**config.mk**
```make
export PLATFORM = sky130hd
export DESIGN_NAME = deintlv_wr_ctrl
export DESIGN_NICKNAME = d
export VERILOG_FILES = /design/src/rtl/deintlv_pkg.sv /design/src/rtl/deintlv_wr_ctrl_tgl_sync.sv /design/src/rtl/deintlv_wr_ctrl.sv
export SDC_FILE = /design/constraint.sdc
export NUM_CORES = 1
export LEC_CHECK = 0
export CORE_ASPECT_RATIO = 1.75
export CORE_UTILIZATION = 40
export CTS_CLUSTER_DIAMETER = 150
export CTS_CLUSTER_SIZE = 28
export DETAILED_ROUTE_END_ITERATION = 7
export DONT_BUFFER_PORTS = 1
export SKIP_CTS_REPAIR_TIMING = 1
export SKIP_LAST_GASP = 1
export SYNTH_ARGS = -nofsm -noshare
export SYNTH_HDL_FRONTEND = slang
export SYNTH_HIERARCHICAL = 1
export SYNTH_SLANG_ARGS = --single-unit
```
**constraint.sdc**
```tcl
create_clock -name Writeclk -period 5.9 [get_ports Writeclk]
set_clock_uncertainty 0.2 [all_clocks]
set_input_delay 0.59 -clock Writeclk [delete_from_list [all_inputs] [get_ports Writeclk]]
set_output_delay 0.59 -clock Writeclk [all_outputs]
set_load 0.01 [all_outputs]
```
**src/rtl/deintlv_pkg.sv**
```systemverilog
// deintlv_pkg: constants and the address permutation shared by the 8x256
// block deinterleaver. These are used by the write controller, the
// interleaver address generator and the read-side model.
//   ROWS_LOG2 / COLS_LOG2 : log2 of the row / column count (8 x 256)
//   N_LOG2 / N            : frame length as log2 (11) and as a count (2048)
//   DATA_W                : symbol width
//   perm_idx(k)           : buffer index of the k-th received symbol
package deintlv_pkg;

  localparam int ROWS_LOG2 = 3;
  localparam int COLS_LOG2 = 8;
  localparam int N_LOG2    = ROWS_LOG2 + COLS_LOG2;
  localparam int N         = 1 << N_LOG2;
  localparam int DATA_W    = 8;

  // Inverse of the column-wise interleaver write order:
  // idx = (k mod 8)*256 + (k div 8)
  function automatic logic [N_LOG2-1:0] perm_idx(input logic [N_LOG2-1:0] k);
    return {k[ROWS_LOG2-1:0], k[N_LOG2-1:ROWS_LOG2]};
  endfunction

endpackage

```
**src/rtl/deintlv_wr_ctrl_tgl_sync.sv**
```systemverilog
// tgl_sync: brings a toggle-encoded event into the clk domain.
// Two flops resolve metastability, a third holds the previous synchronized
// level. pulse is high for one clk cycle after each input toggle.
//   clk   in  destination clock
//   reset in  synchronous, active-high reset (all flops to 0)
//   tgl   in  toggle from the foreign clock domain
//   pulse out one-cycle event pulse (s2 ^ s3)
module tgl_sync (
  input  logic clk,
  input  logic reset,
  input  logic tgl,
  output logic pulse
);

  logic s1;
  logic s2;
  logic s3;

  always_ff @(posedge clk) begin
    if (reset) begin
      s1 <= 1'b0;
      s2 <= 1'b0;
      s3 <= 1'b0;
    end else begin
      s1 <= tgl;
      s2 <= s1;
      s3 <= s2;
    end
  end

  assign pulse = s2 ^ s3;

endmodule

```
**src/rtl/deintlv_wr_ctrl.sv**
```systemverilog
// deintlv_wr_ctrl: write side of the 8x256 ping-pong block deinterleaver.
// Accepts symbols over valid/ready and writes each one to the
// inverse-permuted address of the current bank. It signals completed banks
// to the Readclk reader and frees banks on the reader's release toggles.
//   Writeclk        in   write-domain clock
//   reset           in   synchronous, active-high reset
//   in_valid        in   input symbol valid
//   in_data         in   input symbol
//   in_ready        out  a symbol is accepted this cycle if in_valid is high
//   wr_en           out  RAM port-A write enable (registered)
//   wr_addr         out  RAM port-A address {bank, permuted index} (registered)
//   wr_data         out  RAM port-A data (registered)
//   frame_done_tgl  out  toggles once per completed bank
//   rd_release_tgl  in   toggles once per bank released by the reader (async)
//   bank_full       out  per-bank FULL status (the bank state machine)
//   release_err     out  sticky: a release arrived while no bank was FULL
//   frame_cnt       out  completed frames, wraps 65535 -> 0
//
// Handshake: a symbol transfers on any Writeclk edge where in_valid and
// in_ready are both high. in_ready depends only on registered state and
// reset, never on in_valid. The source must hold in_valid/in_data until
// the transfer happens.
module deintlv_wr_ctrl
  import deintlv_pkg::*;
#(
  parameter int ROWS_LOG2 = deintlv_pkg::ROWS_LOG2,
  parameter int COLS_LOG2 = deintlv_pkg::COLS_LOG2,
  parameter int DATA_W    = deintlv_pkg::DATA_W,
  parameter int N_LOG2    = ROWS_LOG2 + COLS_LOG2
) (
  input  logic              Writeclk,
  input  logic              reset,
  input  logic              in_valid,
  input  logic [DATA_W-1:0] in_data,
  output logic              in_ready,
  output logic              wr_en,
  output logic [N_LOG2:0]   wr_addr,
  output logic [DATA_W-1:0] wr_data,
  output logic              frame_done_tgl,
  input  logic              rd_release_tgl,
  output logic [1:0]        bank_full,
  output logic              release_err,
  output logic [15:0]       frame_cnt
);

  logic [N_LOG2-1:0] k;
  logic              wr_bank;
  logic              rd_bank;
  logic              accept;
  logic              k_last;
  logic              rel_pulse;
  logic [1:0]        bank_full_nxt;

  tgl_sync u_rel_sync (
    .clk   (Writeclk),
    .reset (reset),
    .tgl   (rd_release_tgl),
    .pulse (rel_pulse)
  );

  assign in_ready = !reset && !bank_full[wr_bank];
  assign accept   = in_valid && in_ready;
  assign k_last   = &k;

  // Completion and release may hit in the same cycle. They never target
  // the same bank: the release only acts on a bank that was already FULL
  // before this edge, and a bank being written cannot be FULL.
  always_comb begin
    bank_full_nxt = bank_full;
    if (accept && k_last) begin
      bank_full_nxt[wr_bank] = 1'b1;
    end
    if (rel_pulse && bank_full[rd_bank]) begin
      bank_full_nxt[rd_bank] = 1'b0;
    end
  end

  always_ff @(posedge Writeclk) begin
    if (reset) begin
      k              <= '0;
      wr_bank        <= 1'b0;
      rd_bank        <= 1'b0;
      bank_full      <= 2'b00;
      wr_en          <= 1'b0;
      wr_addr        <= '0;
      wr_data        <= '0;
      frame_done_tgl <= 1'b0;
      release_err    <= 1'b0;
      frame_cnt      <= '0;
    end else begin
      bank_full <= bank_full_nxt;
      wr_en     <= accept;

      if (accept) begin
        // Row-major read-back of a column-wise write: low k bits pick the row.
        wr_addr <= {wr_bank, k[ROWS_LOG2-1:0], k[N_LOG2-1:ROWS_LOG2]};
        wr_data <= in_data;
        k       <= k + 1'b1;
        if (k_last) begin
          wr_bank        <= ~wr_bank;
          frame_done_tgl <= ~frame_done_tgl;
          frame_cnt      <= frame_cnt + 16'd1;
        end
      end

      if (rel_pulse) begin
        if (bank_full[rd_bank]) begin
          rd_bank <= ~rd_bank;
        end else begin
          release_err <= 1'b1;
        end
      end
    end
  end

endmodule

```
# After elaboration in Yosys (flattened, before gate mapping)
# Index checks and enable logic that the tools add are counted.
[word_totals]
register_bits = 57
inputBits = 12
output_inout_bits = 42
elab_cells = 49
[classes]
addsub = 2
magnitude_cmp = 4
muxes = 10
bitwise_logic = 8
n_reduce_logical = 12
[op_table]
columns = ["op", "count"]
rows = [
  ["16-bit by 1-bit adder with 16-bit output (second input constant)", 1],
  ["12-bit AND reduction", 1],
  ["11-bit by 1-bit adder with 11-bit output (second input constant)", 1],
  ["11-bit AND reduction", 1],
  ["1-bit logical AND", 6],
  ["1-bit two-way mux", 6],
  ["1-bit by 2-bit less-than comparator with 1-bit output (second input constant)", 2],
  ["2-bit two-way mux", 2],
  ["1-bit inverter", 4],
  ["2-bit AND reduction", 2],
  ["2-bit bitwise AND", 1],
  ["1-bit demux with 1-bit select", 2],
  ["1-bit greater-or-equal comparator (second input constant)", 2],
  ["1-bit zero test", 2],
  ["2-bit inverter", 1],
  ["2-bit OR", 1],
  ["1-bit XOR", 1],
]

# Longest topological paths before layout
[depth]
depth_word = 9
ltp_mapped = 7
ltp_nobuf = 5

# Hierarchy
# The synthesis kept the hierarchy.
[modules_own_cells]
columns = ["mod", "instances", "cells_per_inst", "area_each_um2", "seq_area_each_um2"]
rows = [
  ["deintlv_wr_ctrl", 1, 273, 2260.9, 1081.0],
  ["tgl_sync", 1, 7, 87.6, 60.1],
]

# Worst setup path after synthesis
# OpenSTA, ideal clock, no wires.
[synth_timing]
path_type = "input -> register"
from = "input reset"
to = "register frame_cnt[13]"
setup_ns = 0.135
arrival_ns = 2.035
required_ns = 5.565
path_slack_ns = 3.530
path_stages = 6
n_path_buf = 2
path_cell_list = "nand3b_1 > or4_1 > clkbuf_2 > buf_2 > o311ai_0 > o41ai_1"
[synth_via]
elab_chain_len = 4
[synth_lines]
columns = ["element", "line", "source"]
rows = [
  ["from (decl)", "deintlv_wr_ctrl.sv:32", "input logic reset,"],
  ["1-bit zero test", "deintlv_wr_ctrl.sv:61", "assign in_ready = !reset && !bank_full[wr_bank];"],
  ["1-bit logical AND", "deintlv_wr_ctrl.sv:61", ""],
  ["1-bit logical AND", "deintlv_wr_ctrl.sv:62", "assign accept = in_valid && in_ready;"],
  ["12-bit AND reduction (no source line)", "n/a", ""],
  ["to (signal assigned)", "deintlv_wr_ctrl.sv:102", "frame_cnt <= frame_cnt + 16'd1;"],
  ["to (decl)", "deintlv_wr_ctrl.sv:43", "output logic [15:0] frame_cnt"],
]
# Parallel ways exist; a longest one is shown, timed or not.
# A chain may end at the register's enable or synchronous reset.

# Worst setup path after layout
[layout_timing]
from = "register wr_bank"
to = "register k[0]"
[layout_via]
elab_chain_len = 5
[layout_lines]
columns = ["element", "line", "source"]
rows = [
  ["from (decl)", "deintlv_wr_ctrl.sv:47", "logic wr_bank;"],
  ["from (signal assigned)", "deintlv_wr_ctrl.sv:100", "wr_bank <= ~wr_bank;"],
  ["1-bit two-way mux (implied by the code) (2 in series)", "deintlv_wr_ctrl.sv:61", ""],
  ["1-bit zero test", "deintlv_wr_ctrl.sv:61", ""],
  ["1-bit logical AND", "deintlv_wr_ctrl.sv:61", ""],
  ["1-bit logical AND", "deintlv_wr_ctrl.sv:62", ""],
  ["to (signal assigned)", "deintlv_wr_ctrl.sv:98", "k <= k + 1'b1;"],
  ["to (decl)", "deintlv_wr_ctrl.sv:46", "logic [N_LOG2-1:0] k;"],
]
# No other way between the ends. The select of a mux whose other input is x is not followed.

==> flow_summary.toml <==
[outcome]
status = "complete, no violations"

[place]
io_buffers = 0
hpwl_um = 3470
gp_congestion = 0.671
placedCellCount = 341

[detailed_routing]
via_count = 1979
via_per_inst = 5.54
wl_um = 5250
first_iter_violations = 91
dr.pass1.iters = 4
ant_nets = 0
wl_per_cell_um = 14.7
drc = 0

[synth]
synth_cell_types = 32
synth.avg_cell_area_um2 = 8.39
yosysSeqAreaShare_pct = 48.6
postSynthCellCount = 280
ys.warnings.count = 6
synthArstFlopShare_pct = 0
synth_edf_count = 0
syn_nets = 294
netlist_area_mm2 = 0.00235
synth-main-ff-cell = "dfxtp_1"
ys_seq_elements = 57

[clock_tree]
cts_tree = "built"
cts-root-buf = "clkbuf_8"
clkTransAtPathRegs_ns = 0.07
htreeDepth = 3
cts_buffers = 9
clkLatencyLatePin_ns = 0.33
clock_sinks = 57
cts.path.max_buffers = 2

[finish]
finalNetCount = 290
final_layout_size_suffix_gt1_share_pct = 7.47
antenna_cells = 0
fillCellCount = 576
stdcell_count = 357
layout.area.seq_mm2 = 0.00114
area_growth_pct = 11.3
multi_input_area_mm2 = 0.00113

[global_routing]
track_usage_pct = 18.6
grt_pass1_wl_um = 8400
gr-total-overflow = 0
grt_max_degree = 61
grt_pass1_vias = 1847
grt_antenna_before_repair = 0

[sta]
slew_headroom_pct = 31.3
finalSetupViolCount = 0
tns_ns = 0
hold_violations = 0
post-route-period-util_pct = 46.5
slew_viol_final = 0
min_period_ns = 2.74
fmax_mhz = 365
rsz0062_at_grt = "false"
max_slew.worst_pin.slew_ns = 1.02

[pwr]
p_switching_mw = 0.174
p_comb_share_pct = 1.7
internal_power_mw = 0.645
vdd_drop_max_mv = 0.188
pwr-share-seq_pct = 48.3
p_sw_share_pct = 21.2
power.leakage_nw = 0.817
powerDensity_mw_per_mm2 = 313
clockPowerShare_pct = 50.0

[worst_setup_path]
crit_buf_inv = 1
crit_type = "flop to flop"
critPathCaptureType = "flop"
worstPathArrival_ns = 2.77
critical_path.max_stage_delay_ns = 0.85
worst_setup_path_start_kind = "flop"
worstPathCellList = "mux2i_1, nand3_1, inv_1, xnor2_1, nor2_1"
crit_family = "buffers and inverters"
crit_fanout = 24
cpMaxStageDelayCell = "inv_1"
cp.required_ns = 5.93

[floorplanning]
core_area_mm2 = 0.00563
die-height_um = 103
num_rows = 36
io_pins = 54
fp.dieW_um = 59.9
die_area_mm2 = 0.00619
initial_core_util_pct = 41.7

[job]
cap_violations = 0

[min_path]
min_path_type = "primary input to flop"
-- synth_stat cells (all sizes together), types with 4 or more instances --
master	number	area [um^2]
nor2	9	33.8
inv	5	18.8
a21oi	43	215
clkbuf	13	50.0
o21ai	9	45.0
or3	9	56.3
dfxtp	57	1140
nand3	10	50.1
nor2b	4	25.0
nand2	53	199
nand4	8	50.1
or4	11	82.6
o31ai	10	75.1
-- cell type report --
| class | count | share of cell area, % |
|---|---|---|
| clock buffers | 10 | 5.27 |
| well taps | 76 | 3.64 |
| multi-input cells | 203 | 43.2 |
| flip-flops and latches | 57 | 43.7 |
| inverters | 5 | 0.718 |
| clock inverters | 6 | 3.49 |
-- path summary, 6_finish.rpt --
| path | depth (start not counted) | to | start | slack [ns] |
|---|---|---|---|---|
| setup / recovery | 5 | k[0]$_SDFFE_PP0N_ | wr_bank$_SDFFE_PP0P_ | 3.16 |
| setup reg to reg | 5 | k[0]$_SDFFE_PP0N_ | wr_bank$_SDFFE_PP0P_ | 3.16 |
| hold reg to reg | 1 | u_rel_sync/s2$_SDFF_PP0_ | u_rel_sync/s1$_SDFF_PP0_ | 0.26 |
| hold / removal | 1 | u_rel_sync/s1$_SDFF_PP0_ | reset | 0.13 |
-- cells in the final DEF (no fill, tap or decap), drive strengths merged --
cell type | Yosys | routed
nand4 | 8 | 8
mux2 | 2 | 2
mux2i | 2 | 2
ha | 2 | 2
clkinvlp | 0 | 3
a21oi | 43 | 43
xor2 | 2 | 2
nor2 | 9 | 9
and2 | 2 | 2
nand3 | 10 | 10
nand2 | 53 | 53
nor4 | 3 | 3
bufinv | 0 | 2
and4 | 3 | 3
o311ai | 3 | 3
nor2b | 4 | 4
or2 | 3 | 3
inv | 5 | 5
and3 | 3 | 3
nand3b | 1 | 1
a31oi | 2 | 2
nor3 | 3 | 3
clkinv | 0 | 1
o21ai | 9 | 9
or3 | 9 | 9
dfxtp | 57 | 57
clkbuf | 13 | 10
or4 | 11 | 11
o41ai | 3 | 3
xnor2 | 3 | 3
o31ai | 10 | 10
-- logic make-up after synthesis --
kind of cell    after synthesis  share of synthesized area, %
flops                        57                          48.6
fa+ha+maj                     2                          1.07
simple gates                122                          26.2
xor+xnor                      5                          1.87
compound gates               70                          17.0
buf+inv                      20                          3.30
mux                           4                          1.97
-- power by group through the flow --
stage / Sequential, mW / Clock (mW) / Combinational (mW)
6_report: 0.395 / 0.409 / 0.0142
3_5_place_dp: 0.404 / 0 / 0.0145
2_1_floorplan: 0.403 / 0 / 0.0169
3_3_place_gp: 0.404 / 0 / 0.0143
4_1_cts: 0.395 / 0.423 / 0.0145
5_1_grt: 0.396 / 0.439 / 0.0163
-- registers in the layout, indices dropped and copies added (netlist names) --
signal / count
wr_bank: 1
wr_en: 1
release_err: 1
wr_addr: 12
frame_cnt: 16
k: 11
u_rel_sync/s2: 1
frame_done_tgl: 1
rd_bank: 1
wr_data: 8
u_rel_sync/s1: 1
bank_full: 2
u_rel_sync/s3: 1
-- routing by layer --
| metal | up-vias | share of wire, % | global-route usage, % |
|---|---|---|---|
| li1 | 1006 | - | - |
| met1 | 917 | 39 | 18.5 |
| met2 | 48 | 53 | 32.6 |
| met3 | 8 | 5.4 | 5.97 |
| met4 | 0 | 2.0 | 11.4 |
| met5 | - | 0 | 0 |
-- metrics by stage --
| step | hold slack (ns) | total power [mW] | worst slack (ns) | util [%] | area (um^2) |
|---|---|---|---|---|---|
| 6_report | 0.130 | 0.818 | 3.16 | 46.4 | 2610 |
| 5_1_grt | 0.0964 | 0.851 | 2.82 | 46.4 | 2610 |
| 4_1_cts | 0.101 | 0.833 | 3.07 | 46.4 | 2610 |
| 3_5_place_dp | 0.228 | 0.418 | 3.04 | 42.4 | 2380 |
| 3_3_place_gp | 0.228 | 0.418 | 3.05 | 42.4 | 2380 |
| 2_1_floorplan | 0.214 | 0.420 | 3.53 | - | 2350 |
No activity file was read; power rests on OpenSTA's default activity.
